## src/rtl/counter_updown_param.sv

```systemverilog
`default_nettype none
// ============================================================================
// Module   : counter_updown_param
// Brief    : Parametrised up/down counter with load, wrap/saturate, zero/max
//            flags and a registered terminal-count pulse. Optional macro
//            AUTO_RELOAD_EN: a down step at zero reloads the last latched value.
// Revision : 1.0 - initial release
// ============================================================================
module counter_updown_param #(
  parameter int unsigned WIDTH   = 4,
  parameter int unsigned WRAP    = 1,
  parameter int unsigned RST_VAL = 0
) (
  input  logic             clk,
  input  logic             rst_n,
  input  logic [WIDTH-1:0] IN,
  input  logic             latch,
  input  logic             inc,
  input  logic             dec,
  output logic [WIDTH-1:0] counter,
  output logic             zero,
  output logic             max,
  output logic             tc
);

  localparam logic [WIDTH-1:0] c_MAX  = {WIDTH{1'b1}};
  localparam logic [WIDTH-1:0] c_ZERO = {WIDTH{1'b0}};
  localparam logic [WIDTH-1:0] c_ONE  = {{(WIDTH-1){1'b0}}, 1'b1};
  localparam logic [WIDTH-1:0] c_RST  = RST_VAL[WIDTH-1:0];
  localparam logic             c_WRAP = (WRAP != 0);

  logic [WIDTH-1:0] r_count;
  logic             r_tc;
  logic [WIDTH-1:0] w_next_count;
  logic             w_next_tc;

`ifdef AUTO_RELOAD_EN
  logic [WIDTH-1:0] r_reload;

  always_ff @(posedge clk) begin
    if (!rst_n) begin
      r_reload <= c_RST;
    end else if (latch) begin
      r_reload <= IN;
    end
  end
`endif

  always_comb begin
    w_next_count = r_count;
    w_next_tc    = 1'b0;
    if (latch) begin
      w_next_count = IN;
    end else if (dec && !inc) begin
      if (r_count == c_ZERO) begin
`ifdef AUTO_RELOAD_EN
        w_next_count = r_reload;
        w_next_tc    = 1'b1;
`else
        if (c_WRAP) begin
          w_next_count = c_MAX;
          w_next_tc    = 1'b1;
        end
`endif
      end else begin
        // Reaching zero from one is a terminal count in both modes.
        w_next_count = r_count - c_ONE;
        w_next_tc    = (r_count == c_ONE);
      end
    end else if (inc && !dec) begin
      if (r_count == c_MAX) begin
        if (c_WRAP) begin
          w_next_count = c_ZERO;
          w_next_tc    = 1'b1;
        end
      end else begin
        w_next_count = r_count + c_ONE;
        w_next_tc    = (r_count == (c_MAX - c_ONE));
      end
    end
  end

  always_ff @(posedge clk) begin
    if (!rst_n) begin
      r_count <= c_RST;
      r_tc    <= 1'b0;
    end else begin
      r_count <= w_next_count;
      r_tc    <= w_next_tc;
    end
  end

  assign counter = r_count;
  assign zero    = (r_count == c_ZERO);
  assign max     = (r_count == c_MAX);
  assign tc      = r_tc;

endmodule
`default_nettype wire
```

## config.mk

```make
export PLATFORM = sky130hd
export DESIGN_NAME = counter_updown_param
export DESIGN_NICKNAME = d
export VERILOG_FILES = /design/src/rtl/counter_updown_param.sv
export SDC_FILE = /design/constraint.sdc
export NUM_CORES = 1
export LEC_CHECK = 0
export CAP_MARGIN = 40
export CORE_AREA = 2 2 39 41
export DETAILED_ROUTE_END_ITERATION = 10
export DIE_AREA = 0 0 41 43
export PLACE_DENSITY = 0.75
export SLEW_MARGIN = 5
export SYNTH_ARGS = -nofsm -noshare
export SYNTH_HDL_FRONTEND = slang
export SYNTH_SLANG_ARGS = --single-unit
export TNS_END_PERCENT = 100
```

## constraint.sdc

```tcl
create_clock -name clk -period 2 [get_ports clk]
set_clock_uncertainty 0.05 [all_clocks]
set_input_delay 0.5 -clock clk [delete_from_list [all_inputs] [get_ports clk]]
set_output_delay 0.5 -clock clk [all_outputs]
set_load 0.005 [all_outputs]
```

==> qor.yml <==
floorplan:
  io-pin-count: 16
  die_h_um: 43
  core_um2: 1384
  die_area_um2: 1763
  die_x_um: 41
  start_util_pct: 34.36
  rows: 14
worst_setup_path:
  reg2reg_from: "counter[1]$_SDFFE_PN0P_"
  crit_type: "flop to output pin"
  arrival_ps: 1320
  regToRegEndpoint: "counter[1]$_SDFFE_PN0P_"
  slowest_stage: "dfxtp_2"
  path_cells: "buf_4 -> inv_1 -> ha_1 -> nor3b_4 -> clkbuf_2"
  critPathMaxFanout: 3
  cpLargestDelayFamily: "flip-flops"
  startpoint_type: "flop"
  endpoint_kind: "output pin"
  reg2reg_depth: 6
  cp.required_ps: 1450
  r2r_slack_ps: 300
  slowest_delay_ps: 330
  cp_num_buf_inv: 3
timing:
  fin_crit_ps: 1867
  slew_viol_final: 0
  setup_violations: 0
  setup_ws_ps: 132.7
  hold_viol: 0
  finalSetupTns_ps: 0
  worst_pin_slew_ps: 247.1
  slew_headroom_pct: 83.53
  max_freq_mhz: 535.5
  rsz0062_at_grt: "no"
  period_share_pct: 93.37
finish:
  drive_gt1_share_pct: 32.26
  area_delta_synth_final_pct: 66.58
  multi_input_area_um2: 362.8
  regArea_um2: 107.6
  num_antenna_cells: 0
  fillerInstances: 120
  fin_util_pct: 57.23
  nNetsFinal: 108
synthesis:
  synth.distinct_cells: 31
  syn-num-nets: 76
  synth_top_area_cell: "dfxtp_1"
  yosys_warnings: 0
  syn-instance-count: 62
  ys.flop_type: "dfxtp_1"
  syn_area_per_cell_um2: 7.669
  synth_area_um2: 475.5
  synth_top_area_share_pct: 21.05
  ys_async_sr_fraction_pct: 0
  synth_edf_count: 0
  seq_area_frac_synth_pct: 21.05
  synthTopCellsByCount: "5 x dfxtp_1, 5 x ha_1, 5 x inv_1, 5 x nor2_1, 4 x nor3_1"
  synthTopCellsByArea: "dfxtp_1 21%, ha_1 13%, nor3_1 4.2%, inv_1 3.9%, nor2_1 3.9%"
  synth_seq_cells: 5
clock_tree:
  clock_path_buffers: 2
  cts_tree: "yes"
  clk_pin_slew_ps: 50
  hold_buffers: 0
  clk_latency_ps: 250
  cts-buffers-inserted: 3
  htree_levels: 1
  cts.sinks: 5
  cts-root-buf: "clkbuf_4"
grt:
  grt_overflow_total: 0
  antenna_found_initial: 0
  grt_max_degree: 11
  gr-usage-all-layers_pct: 19.96
  grt_pass1_wl_um: 2339
  grt_pass1_vias: 532
route:
  met3WireLength_um: 37
  avgViaCountPerCell: 5.119
  wl_met1_um: 589
  num_vias: 558
  wl_um: 1350
  routedWlPerCell_um: 12.39
  dr.first_iter.drc_count: 5
  highest_layer: "met4"
  firstDrtPassIters: 4
  drc: 0
  wl_met2_um: 687
  drtAntennaViolNets: 0
placed_design:
  hpwl_um: 1067
  numPortBuffers: 15
  place_worst_setup_slack_ps: -117.3
  gp_congestion: 0.7751
min_path:
  min_path_type: "flop to flop"
  hold_start: "counter[2]$_SDFFE_PN0P_"
  whs_endpoint: "tc$_SDFF_PP0_"
  worstHoldPathCells: 2
power_and_ir_drop:
  fin_total_pwr_uw: 409.7
  irDropWorstVdd_mv: 0.2935
  p_leak_uw: 0.0003462
  power_density_nw_per_um2: 517.2
flow_run:
  cap_violations: 0
status:
  status: "completed"
-- power by group --
part | leakage, µW | switching, µW | internal [µW]
logic | 0.000288 | 65.7 | 99.6
clock network | 0.0000150 | 45.6 | 75.7
registers | 0.0000428 | 13.7 | 109
total | 0.000346 | 125 | 285
-- per-stage QoR --
step	area (µm²)	std cells	hold WS, ps
detailed placement	730.7	103	491.4
CTS	794.5	109	563.7
global route	792.0	109	559.3
finish	792.0	109	523.3
global placement	730.7	103	479.0
floorplan	475.5	62	566.3
-- sequential cells by signal (all words and copies together), names as in the netlist --
register and cells:
counter 4, tc 1
-- worst min-delay path: stages (launching register included) --
cell and delay [ps]:
dfxtp_2 350, o2111ai_1 90, a21oi_1 70
-- worst max-delay path by stage --
stage | from | endpoint | slack [ps] | cells after the start
2_1_floorplan | counter[0]$_SDFFE_PN0P_ | counter[1]$_SDFFE_PN0P_ | 290 | 5
3_3_place_gp | inc | counter[1]$_SDFFE_PN0P_ | -80 | 5
3_5_place_dp | inc | counter[1]$_SDFFE_PN0P_ | -120 | 5
4_1_cts | counter[1]$_SDFFE_PN0P_ | zero | 10 | 5
5_1_grt | counter[1]$_SDFFE_PN0P_ | zero | 40 | 5
6_report | counter[1]$_SDFFE_PN0P_ | zero | 130 | 5
-- placed cells by master, fill, tap and decap left out, types with 2 or more instances in the layout --
master	count
nand2b_1	2
o31a_1	2
nor2_1	5
clkdlybuf4s50_1	13
o21ai_0	3
inv_1	5
a21oi_1	3
buf_4	15
a22oi_1	2
nand2_1	2
nor3_1	4
and2b_2	2
dfxtp_2	3
nor2b_1	2
nand3_1	2
clkbuf_4	3
ha_1	4
-- repair_timing --
item,CTS,global route
endpoints found under the setup margin,2,2
pin swaps,0,0
buffers inserted,2,0
gates resized for setup,10,3
-- layer usage --
layer | vias to the layer above | track usage [%]
met5 | - | 0
met4 | 0 | 14.00
met3 | 4 | 5.236
met2 | 14 | 29.38
met1 | 254 | 23.72
li1 | 286 | -
-- kinds of logic after synthesis --
logic type               Yosys count  synth area share [%]
multiplexers                       1                 2.368
AO/OA/AOI/OAI                     17                 24.74
XOR/XNOR                           1                 1.842
flip-flops                         5                 21.05
buffers and inverters              8                 6.579
AND/OR/NAND/NOR                   25                 30.27
adder cells (fa/ha/maj)            5                 13.16
-- final cells by class --
cell class | instances | share of cell area, %
Multi-Input combinational cell | 49 | 45.81
Timing Repair Buffer | 30 | 32.39
Sequential cell | 5 | 13.59
Clock buffer | 4 | 3.318
Tap cell | 16 | 2.528
Inverter | 5 | 2.370
No activity file was read; power rests on OpenSTA's default activity.
